$ cat config.mk
export PLATFORM = sky130hd
export DESIGN_NAME = axi_wresp_xbar
export DESIGN_NICKNAME = d
export VERILOG_FILES = /design/src/rtl/axi_wresp_xbar.sv
export SDC_FILE = /design/constraint.sdc
export NUM_CORES = 1
export LEC_CHECK = 0
export ABC_AREA = 1
export BUFFER_PORTS_ARGS = -buffer_cell sky130_fd_sc_hd__buf_2
export CORE_MARGIN = 4
export CORE_UTILIZATION = 57
export CTS_CLUSTER_DIAMETER = 30
export DETAILED_ROUTE_END_ITERATION = 8
export PLACE_DENSITY = 0.83
export SLEW_MARGIN = 20
export SYNTH_ARGS = -nofsm -noshare
export SYNTH_HDL_FRONTEND = slang
export SYNTH_SLANG_ARGS = --single-unit
$ cat constraint.sdc
create_clock -name clk -period 4.43 [get_ports clk]
set_input_delay 0.2215 -clock clk [delete_from_list [all_inputs] [get_ports clk]]
set_output_delay 0.2215 -clock clk [all_outputs]
set_load 0.02 [all_outputs]
$ cat src/rtl/axi_wresp_xbar.sv
// AXI write-response (B channel) crossbar: NUM_S slaves to NUM_M masters.
// Each master has its own round-robin arbiter and a registered output slot.
module axi_wresp_xbar #(
    parameter int NUM_S  = 7,
    parameter int NUM_M  = 2,
    parameter int ID_W   = 4,
    parameter int MIDX_W = 4
) (
    input  logic                          clk,
    input  logic                          rst,
    input  logic [NUM_S-1:0]              S_BVALID,
    input  logic [NUM_S*(MIDX_W+ID_W)-1:0] S_BID,
    input  logic [NUM_S*2-1:0]            S_BRESP,
    output logic [NUM_S-1:0]              S_BREADY,
    output logic [NUM_M-1:0]              M_BVALID,
    output logic [NUM_M*ID_W-1:0]         M_BID,
    output logic [NUM_M*2-1:0]            M_BRESP,
    input  logic [NUM_M-1:0]              M_BREADY,
    output logic                          err_badid
);

    localparam int SID_W = MIDX_W + ID_W;
    localparam int PTR_W = (NUM_S > 1) ? $clog2(NUM_S) : 1;

    logic [NUM_S-1:0] req [NUM_M];
    logic [NUM_S-1:0] bad;
    logic [NUM_S-1:0] rdy;
    logic [NUM_M-1:0] win_vld;
    logic [NUM_M-1:0] gnt_vld;
    logic [NUM_M-1:0] free;
    logic [PTR_W-1:0] win_idx [NUM_M];
    logic [PTR_W-1:0] ptr_q   [NUM_M];
    logic [NUM_M-1:0] vld_q;
    logic [ID_W-1:0]  bid_q   [NUM_M];
    logic [1:0]       resp_q  [NUM_M];
    logic             err_q;

    function automatic int midx_of(input logic [NUM_S*SID_W-1:0] bid, input int s);
        return int'(bid[s*SID_W + ID_W +: MIDX_W]);
    endfunction

    // Scanning from the far end means the last hit is the first slave at or after ptr.
    function automatic logic [PTR_W:0] rr_pick(input logic [NUM_S-1:0] r,
                                               input logic [PTR_W-1:0] ptr);
        logic [PTR_W:0] res;
        int             idx;
        res = '0;
        for (int k = NUM_S - 1; k >= 0; k--) begin
            idx = int'(ptr) + k;
            if (idx >= NUM_S) idx = idx - NUM_S;
            if (r[idx]) res = {1'b1, PTR_W'(idx)};
        end
        return res;
    endfunction

    // NOTE: every variable written in always_comb gets a default first, so no latch is inferred.
    always_comb begin
        bad = '0;
        for (int m = 0; m < NUM_M; m++) req[m] = '0;
        for (int s = 0; s < NUM_S; s++) begin
            if (S_BVALID[s]) begin
                if (midx_of(S_BID, s) >= NUM_M) bad[s] = 1'b1;
                for (int m = 0; m < NUM_M; m++)
                    if (midx_of(S_BID, s) == m) req[m][s] = 1'b1;
            end
        end
    end

    always_comb begin
        for (int m = 0; m < NUM_M; m++) begin
            {win_vld[m], win_idx[m]} = rr_pick(req[m], ptr_q[m]);
            free[m]    = ~vld_q[m] | M_BREADY[m];
            gnt_vld[m] = win_vld[m] & free[m] & ~rst;
        end
    end

    // Ready is combinational so the slave handshake completes in the grant cycle.
    always_comb begin
        rdy = bad;
        for (int m = 0; m < NUM_M; m++)
            if (gnt_vld[m]) rdy[win_idx[m]] = 1'b1;
        S_BREADY = rst ? '0 : rdy;
    end

    // NOTE: sequential state uses non-blocking assignments only.
    always_ff @(posedge clk) begin
        if (rst) begin
            vld_q <= '0;
            err_q <= 1'b0;
            for (int m = 0; m < NUM_M; m++) begin
                ptr_q[m]  <= '0;
                bid_q[m]  <= '0;
                resp_q[m] <= '0;
            end
        end else begin
            err_q <= |bad;
            for (int m = 0; m < NUM_M; m++) begin
                if (gnt_vld[m]) begin
                    vld_q[m]  <= 1'b1;
                    bid_q[m]  <= S_BID[int'(win_idx[m])*SID_W +: ID_W];
                    resp_q[m] <= S_BRESP[int'(win_idx[m])*2 +: 2];
                    ptr_q[m]  <= (int'(win_idx[m]) == NUM_S - 1) ? '0 : win_idx[m] + 1'b1;
                end else if (M_BREADY[m]) begin
                    vld_q[m] <= 1'b0;
                end
            end
        end
    end

    always_comb begin
        M_BID   = '0;
        M_BRESP = '0;
        for (int m = 0; m < NUM_M; m++) begin
            M_BID[m*ID_W +: ID_W] = bid_q[m];
            M_BRESP[m*2 +: 2]     = resp_q[m];
        end
    end

    assign M_BVALID  = vld_q;
    assign err_badid = err_q;

endmodule

==> results_dict.tcl, run 1 <==
set metrics [dict create \
    synthDistinctLibCells 43 \
    maxSlewViolCount 0 \
    synthAdderAreaFrac 0.07188 \
    crit_type "register to primary output" \
    place_congestion 1.063 \
    antenna_cells 0 \
    layout-drive-gt1-share 0.1733 \
    slew-limit-headroom 0.5367 \
    tritoncts "built" \
    critPathMaxFanout 25 \
    synth_seq_cells 21 \
    whs_ns 0.2366 \
    drv_cap 0 \
    drcViolationCount 0 \
    synth.area.top_cells "nand2_1 (25%), nand3_1 (13%), edfxtp_1 (12%)" \
    grtUsageTotal 0.3183 \
    dieArea_mm2 0.009761 \
    grt_max_degree 27 \
    syn_nets 979 \
    max_freq_mhz 244.4 \
    status "completed" \
    drt_wl_total_mm 16.23 \
    synth_area_per_cell_um2 5.396 \
    rsz0062_at_grt "no" \
    max_stage_delay_ns 0.50 \
    path_clk_slew_ns 0.07 \
    cts_buffer_depth 2 \
    synth_cells 871 \
    wl_per_cell_um 15.07 \
    vias_per_cell 5.740 \
    htree_levels 1 \
    drtIter0Drc 401 \
    port_buffers 102 \
    synthSimpleGateAreaFrac 0.5035 \
    gr-total-overflow 0 \
    dp_hpwl_mm 13.12 \
    antenna_found_initial 0 \
    path_cells "buf_4 > ha_1 > ha_1 > nand3_1 > nand3_2 > o21ai_0 > nand3_1 > nand3_1 > nand2_1 > nand2_1 > nand3_1 > nand3_1 > nand2_1 > nand2_1 > nand2_2 > nand2_8 > nand2_1 > o21ai_1 > o21ai_1 > inv_1 > buf_2" \
    num_io_pins 103 \
    die_x_um 98.80 \
    end_kind "primary output" \
    cp.depth 21 \
    worst_slew_pin_slew_ns 0.6897 \
    num_rows 32 \
    syn-cell-area_mm2 0.004700 \
    setup_violations 0 \
    vias 6182 \
    grt_pass1_vias 5615 \
    die_h_um 98.80 \
    setup_tns_ns 0 \
    fin_area_mm2 0.005380 \
    insertion_delay_ns 0.28 \
    synth_top_family_by_area "simple AND/OR/NAND/NOR gates" \
    ys_seq_area_frac 0.1278 \
    yosysWarningCount 0 \
    cts_inserted_buffers 3 \
    clock_sinks 21 \
    yosys.area_share.xor_xnor 0.01597 \
    holdBufCountCts 0 \
    cp.arrival_ns 3.87 \
    yosysTopAreaCell "nand2_1" \
    nets 1084 \
    ant_nets 0 \
    grt_first_pass_wirelength_mm 26.05 \
    fin_skew_ns 0.009416 \
    required_ns 4.21 \
    cp.buffers_inverters 3 \
    slowest_stage "edfxtp_1" \
    holdCritPathClass "input pin to register" \
    start_util 0.5958 \
    area_growth_pct 14.48 \
    muxShareOfSynthArea 0 \
    synth_compound_area_frac 0.1589 \
    critPathTopFamily "simple AND/OR/NAND/NOR gates" \
    startpoint_type "register" \
    min_path_cells 4 \
    drt-pass1-iter-count 6 \
    finalCriticalPeriod_ns 4.092 \
    synth_top_area_share 0.2508 \
    rr_worst_depth 20 \
    core_area_mm2 0.007888 \
    finalHoldViolCount 0 \
    placed_area_mm2 0.005279 \
    period_share 0.9238 \
    cts-root-buf "clkbuf_8" \
]
==> Yosys cell counts, drive strengths merged <==
| library cell | number |
|---|---|
| a21boi | 1 |
| a21o | 1 |
| a21oi | 57 |
| a31oi | 5 |
| buf | 11 |
| clkbuf | 3 |
| dfxtp | 3 |
| edfxtp | 18 |
| ha | 27 |
| inv | 125 |
| nand2 | 329 |
| nand3 | 127 |
| nand3b | 3 |
| nand4 | 10 |
| nor2 | 73 |
| nor3 | 5 |
| o211ai | 12 |
| o21a | 1 |
| o21ai | 43 |
| o21bai | 3 |
| o22ai | 2 |
| o311ai | 1 |
| o31ai | 2 |
| or2 | 3 |
| xnor2 | 3 |
| xor2 | 3 |
==> tightest hold or removal path, delay by kind of cell <==
kind,cells,cell delay (ns)
compound gates,1,0.07
simple gates,1,0.06
buf+inv,2,0.11
==> cell usage in the layout, fill, tap and decap left out, types with 2 or more instances in the layout <==
cell	count
a21oi_1	54
a21oi_2	2
a31oi_1	5
buf_2	102
buf_4	11
clkbuf_8	3
dfxtp_1	3
edfxtp_1	18
ha_1	25
ha_2	2
inv_1	111
inv_2	14
nand2_1	314
nand2_2	11
nand2_4	3
nand3_1	125
nand3_2	2
nand3b_1	3
nand4_1	10
nor2_1	67
nor2_2	5
nor3_1	4
o211ai_1	10
o211ai_2	2
o21ai_0	25
o21ai_1	16
o21ai_2	2
o21bai_1	3
o22ai_1	2
o31ai_1	2
or2_1	2
xnor2_1	2
xor2_2	2
==> worst paths after layout <==
| check | start | to | slack (ns) |
|---|---|---|---|
| hold / removal | M_BREADY[1] | M_BVALID[1]$_SDFFE_PP0P_ | 0.24 |
| setup reg to reg | ptr_q[0][3]$_SDFFCE_PP0P_ | ptr_q[0][5]$_SDFFCE_PP0P_ | 0.63 |
| setup / recovery | ptr_q[0][3]$_SDFFCE_PP0P_ | S_BREADY[4] | 0.34 |
| hold reg to reg | M_BVALID[0]$_SDFFE_PP0P_ | M_BVALID[0]$_SDFFE_PP0P_ | 0.55 |
==> kinds of logic after synthesis <==
logic type               count (synthesis)
flip-flops                              21
AO/OA/AOI/OAI                          128
XOR/XNOR                                 6
adder cells (fa/ha/maj)                 27
AND/OR/NAND/NOR                        550
buffers and inverters                  139
==> area by class of cell <==
| class | instances | area, um2 |
|---|---|---|
| flip-flops and latches | 21 | 600.6 |
| fillers | 794 | 2507 |
| clock buffers | 4 | 45.04 |
| well taps | 102 | 127.6 |
| repair buffers | 114 | 598.1 |
| inverters | 125 | 469.2 |
| multi-input cells | 711 | 3540 |
==> flip-flops by register name, indices dropped and copies added (netlist names) <==
signal,count
M_BVALID,2
resp_q,4
err_badid,1
bid_q,8
ptr_q,6
==> stage by stage <==
| step | cells | utilization | setup WS [ns] |
|---|---|---|---|
| 3_5_place_dp | 1067 | 0.6693 | 0.3481 |
| 2_1_floorplan | 871 | - | 1.151 |
| 3_3_place_gp | 1067 | 0.6693 | 0.4380 |
| 6_report | 1077 | 0.6821 | 0.3375 |
| 5_1_grt | 1077 | 0.6821 | 0.01242 |
| 4_1_cts | 1071 | 0.6750 | 0.04445 |
==> per-layer routing <==
layer	wire length [um]	global-route usage
met1	6536	0.4204
met5	0	0
met2	7314	0.5170
met4	517	0.1124
met3	1857	0.06086
==> repair_timing <==
action                                  in CTS  in global routing
setup buffers                                0                  6
resized for setup                            0                  5
endpoints found under the setup margin       0                  9
Power of run 1 is left out: the tool's default activity adds up to more than one toggle a clock period on the data nets, which glitch-free logic cannot reach.
==> run 2: changes to the inputs <==
--- a/config.mk
+++ b/config.mk
@@ -8,10 +8,9 @@
 export ABC_AREA = 1
 export BUFFER_PORTS_ARGS = -buffer_cell sky130_fd_sc_hd__buf_2
 export CORE_MARGIN = 4
-export CORE_UTILIZATION = 57
+export CORE_UTILIZATION = 30
 export CTS_CLUSTER_DIAMETER = 30
 export DETAILED_ROUTE_END_ITERATION = 8
-export PLACE_DENSITY = 0.83
 export SLEW_MARGIN = 20
 export SYNTH_ARGS = -nofsm -noshare
 export SYNTH_HDL_FRONTEND = slang
==> run 2 against run 1 <==
Net effect: core utilization is 32 points lower; global-route usage shrank 14 points; die area rose by 82%; sequential share of layout area fell by 0.41 points; sequential cell count is the same; setup slack about the same; cell count is 10% higher; clock skew down 0.0080 ns; non-clock buffer count rose by 4; hold slack improved by 0.012 ns; cell area rose by 3.8%; critical path type unchanged; critical endpoint is now S_BREADY[0].
==> results_dict.tcl, run 2 (synthesis gave the netlist of run 1 again) <==
set metrics [dict create \
    max_freq_mhz 244.4 \
    area_growth_pct 18.80 \
    start_util 0.3080 \
    place_congestion 0.9424 \
    top_register "bid_q" \
    final_common_cell "nand2_1" \
    timing.critical_path.mode_cell "nand2_1" \
    drt-pass1-iter-count 5 \
    num_rows 45 \
    vias_per_cell 5.006 \
    port_buffers 102 \
    layout-drive-gt1-share 0.1757 \
    insertion_delay_ns 0.26 \
    dp_cells 1179 \
    holdBufCountCts 0 \
    drtIter0Drc 570 \
    die_x_um 133.2 \
    finalHoldViolCount 0 \
    slowest_stage "edfxtp_1" \
    dieArea_mm2 0.01773 \
    path_clk_slew_ns 0.06 \
    required_ns 4.21 \
    crit_type "register to primary output" \
    core_area_mm2 0.01526 \
    critPathTopFamily "simple AND/OR/NAND/NOR gates" \
    antenna_cells 0 \
    cts_buffer_depth 2 \
    grtUsageTotal 0.1821 \
    nets 1088 \
    startpoint_type "register" \
    drcViolationCount 0 \
    wl_per_cell_um 14.38 \
    drv_cap 0 \
    grt_first_pass_wirelength_mm 26.65 \
    clock_sinks 21 \
    die_h_um 133.2 \
    final_cell_mix "nand2_1 (314), nand3_1 (125), inv_1 (112)" \
    antenna_found_initial 0 \
    critPathMaxFanout 26 \
    worst_slew_pin_slew_ns 0.8457 \
    tritoncts "built" \
    fin_skew_ns 0.001462 \
    setup_violations 0 \
    slew-limit-headroom 0.4319 \
    status "completed" \
    cts-root-buf "clkbuf_16" \
    final_cells 1190 \
    drt_wl_total_mm 17.11 \
    max_stage_delay_ns 0.47 \
    vias 5957 \
    fillers 1701 \
    gr-total-overflow 0 \
    num_io_pins 103 \
    period_share 0.9238 \
    dp_hpwl_mm 13.96 \
    grt_max_degree 27 \
    ant_nets 0 \
    largest_reg_flops 8 \
    cp.arrival_ns 3.87 \
    finalCriticalPeriod_ns 4.092 \
    top_regs "bid_q x8, ptr_q x6, resp_q x4" \
    holdCritPathClass "input pin to register" \
    cp.buffers_inverters 3 \
    grt_pass1_vias 5401 \
    end_kind "primary output" \
    cts_inserted_buffers 3 \
    htree_levels 1 \
    maxSlewViolCount 0 \
]
run 2: cell count changes in the layout (fill, tap and decap cells not counted), sizes merged:
cell and delta:
buf +5, clkbuf -1
run 2: through the flow:
step	util	hold slack, ns	instance area, um2	setup slack [ns]	TNS, ns
2_1_floorplan	-	0.3955	4700	1.151	0
3_3_place_gp	0.3564	0.5187	5438	0.4709	0
3_5_place_dp	0.3564	0.5209	5438	0.4966	0
4_1_cts	0.3615	0.2452	5517	0.1917	0
5_1_grt	0.3659	0.2641	5583	-0.008855	-0.008855
6_report	0.3659	0.2489	5583	0.3378	0
run 2: layout make-up:
type                       instances  area, um2  area share
sequential                        21      600.6      0.1076
multi-input combinational        711       3540      0.6340
inverter                         125      469.2     0.08404
timing repair buffer             118      630.6      0.1130
clock buffer                       4      78.83     0.01412
tap                              211      264.0     0.04729
run 2: routing by layer:
metal / vias to the layer above / part of all wire / track usage / routed length, um
met5: - / 0 / 0 / 0
met3: 15 / 0.075 / 0.02077 / 1290
met1: 2646 / 0.47 / 0.2552 / 8003
met4: 0 / 0.014 / 0.03943 / 243
li1: 3043 / - / - / -
met2: 253 / 0.44 / 0.3022 / 7577
run 2: worst reg2reg max path: cells and delay by family (launching register included):
family          cells  cell delay [ns]
xor+xnor            1             0.27
compound gates      3             0.37
fa+ha+maj           1             0.37
simple gates       14             1.20
buf+inv             4             0.72
flops               1             0.50
run 2: worst paths after layout:
kind | startpoint | to | slack (ns) | cells past startpoint
setup / recovery | ptr_q[0][1]$_SDFFCE_PP0P_ | S_BREADY[0] | 0.34 | 25
hold / removal | M_BREADY[1] | M_BVALID[1]$_SDFFE_PP0P_ | 0.25 | 4
setup reg to reg | ptr_q[0][4]$_SDFFCE_PP0P_ | resp_q[0][2]$_SDFFCE_PP0P_ | 0.73 | 23
hold reg to reg | M_BVALID[0]$_SDFFE_PP0P_ | M_BVALID[0]$_SDFFE_PP0P_ | 0.58 | 2
run 2: repair_timing:
action                                 in CTS  in global routing
endpoints found under the hold margin       0                  0
setup buffers                               0                  7
setup endpoints to repair                   0                  7
gates resized for setup                     0                  3
Power of run 2 is left out for the same reason.
==> run 3: changes to the inputs <==
--- a/config.mk
+++ b/config.mk
@@ -11,6 +11,7 @@
 export CORE_UTILIZATION = 30
 export CTS_CLUSTER_DIAMETER = 30
 export DETAILED_ROUTE_END_ITERATION = 8
+export PLACE_DENSITY = 0.45
 export SLEW_MARGIN = 20
 export SYNTH_ARGS = -nofsm -noshare
 export SYNTH_HDL_FRONTEND = slang
==> run 3 against run 2 <==
Net effect: count of clock-buffer cells in the layout unchanged; setup slack improved by 0.034 ns; fmax increased by 0.84%; register-to-register slack about the same; via count decreased by 0.96%; wire length increased by 8.6%; die area unchanged; sequential share of layout area about the same.
==> results_dict.tcl, run 3 (synthesis gave the netlist of run 1 again) <==
set metrics [dict create \
    final_cell_mix "nand2_1 (313), nand3_1 (125), inv_1 (112)" \
    setup_violations 0 \
    vias 5900 \
    fin_skew_ns 0.005620 \
    drv_cap 0 \
    htree_levels 1 \
    end_kind "primary output" \
    num_io_pins 103 \
    whs_ns 0.2685 \
    rr_worst_depth 23 \
    dieArea_mm2 0.01773 \
    clock_sinks 21 \
    grt_pass1_vias 5664 \
    nets 1084 \
    critPathMaxFanout 16 \
    drtIter0Drc 468 \
    insertion_delay_ns 0.26 \
    top_register "bid_q" \
    setup_tns_ns 0 \
    grt-busiest-layer "met2" \
    cts_resized 0 \
    crit_type "register to primary output" \
    rsz0062_at_grt "no" \
    grt_max_degree 26 \
    largest_reg_flops 8 \
    slew-limit-headroom 0.6379 \
    final_common_cell "nand2_1" \
    drt_wl_total_mm 18.58 \
    drt-pass1-iter-count 5 \
    grtUsageTotal 0.2046 \
    fin_area_mm2 0.005578 \
    vias_per_cell 4.975 \
    cts-root-buf "clkbuf_16" \
    startpoint_type "register" \
    area_growth_pct 18.69 \
    grt_use_met1 0.2791 \
    period_share 0.9161 \
    start_util 0.3080 \
    hp-start "M_BREADY[1]" \
    antenna_cells 0 \
    r2r_start "ptr_q[0][0]$_SDFFCE_PP0P_" \
    fillers 1770 \
    grt_use_met3 0.01926 \
    holdBufCountCts 0 \
    max_stage_delay_ns 0.51 \
    ant_nets 0 \
    max_freq_mhz 246.4 \
    holdPathEnd "M_BVALID[1]$_SDFFE_PP0P_" \
    status "completed" \
    placed_area_mm2 0.005460 \
    wl_per_cell_um 15.66 \
    cts_inserted_buffers 3 \
    path_cells "ha_1 > ha_1 > inv_1 > nand2_1 > o21ai_0 > nand3_1 > nand2_1 > nand2_1 > nand2_1 > inv_1 > nand3_1 > nand2_1 > nand2_1 > nand2_1 > nand2_1 > nand2_4 > nand2_4 > buf_4 > nand2_1 > o22ai_1 > buf_2" \
    finalHoldViolCount 0 \
    worst_slew_pin_slew_ns 0.5375 \
    antenna_found_initial 0 \
    place_congestion 0.9997 \
    path_clk_slew_ns 0.06 \
    port_buffers 102 \
    postCtsSetupBuffers 0 \
    cp.arrival_ns 3.84 \
    tritoncts "built" \
    num_rows 45 \
    grt_first_pass_wirelength_mm 29.24 \
    finalWorstSetupSlack_ns 0.3717 \
    dp_hpwl_mm 15.48 \
    min_path_cells 4 \
    layout-drive-gt1-share 0.1744 \
    slowest_stage "edfxtp_1" \
    maxSlewViolCount 0 \
    die_x_um 133.2 \
    timing.critical_path.mode_cell "nand2_1" \
    required_ns 4.21 \
    reg2reg_to "resp_q[0][0]$_SDFFCE_PP0P_" \
    core_area_mm2 0.01526 \
    cts_buffer_depth 2 \
    top_regs "bid_q x8, ptr_q x6, resp_q x4" \
    finalCriticalPeriod_ns 4.058 \
    gr-total-overflow 0 \
    met2_usage 0.3406 \
    drcViolationCount 0 \
    r2r_slack_ns 0.73 \
    holdCritPathClass "input pin to register" \
    dp_slack_ns 0.6001 \
    die_h_um 133.2 \
]
## run 3: how the worst max path moves through the flow
stage	startpoint	end	slack, ns	cells past startpoint
2_1_floorplan	ptr_q[0][4]$_SDFFCE_PP0P_	S_BREADY[5]	1.15	21
3_3_place_gp	ptr_q[0][1]$_SDFFCE_PP0P_	S_BREADY[6]	0.56	23
3_5_place_dp	ptr_q[0][3]$_SDFFCE_PP0P_	S_BREADY[1]	0.60	22
4_1_cts	ptr_q[0][3]$_SDFFCE_PP0P_	S_BREADY[1]	0.31	22
5_1_grt	ptr_q[0][1]$_SDFFCE_PP0P_	S_BREADY[5]	0.02	23
6_report	ptr_q[0][0]$_SDFFCE_PP0P_	S_BREADY[3]	0.37	21
## run 3: through the flow
step | instances | util
after floorplan | 871 | -
after global placement | 1182 | 0.3579
after detailed placement | 1182 | 0.3579
after CTS | 1186 | 0.3630
after global routing | 1186 | 0.3656
final | 1186 | 0.3656
## run 3: area by class of cell
type,count,area (um2),area share
multi-input cells,711,3565,0.6391
flip-flops and latches,21,600.6,0.1077
repair buffers,114,600.6,0.1077
inverters,125,469.2,0.08412
well taps,211,264.0,0.04733
clock buffers,4,78.83,0.01413
## run 3: routing by layer
metal	part of all wire	up-vias
met1	0.47	2609
met4	0.033	0
met3	0.053	36
met5	0	-
met2	0.44	220
li1	-	3035
## run 3: critical path, delay by kind of cell, from the launching register on
kind                     cells  cell delay (ns)
AO/OA/AOI/OAI                2             0.63
buffers and inverters        4             0.58
flip-flops                   1             0.51
AND/OR/NAND/NOR             13             1.32
adder cells (fa/ha/maj)      2             0.51
Power of run 3 is left out for the same reason.
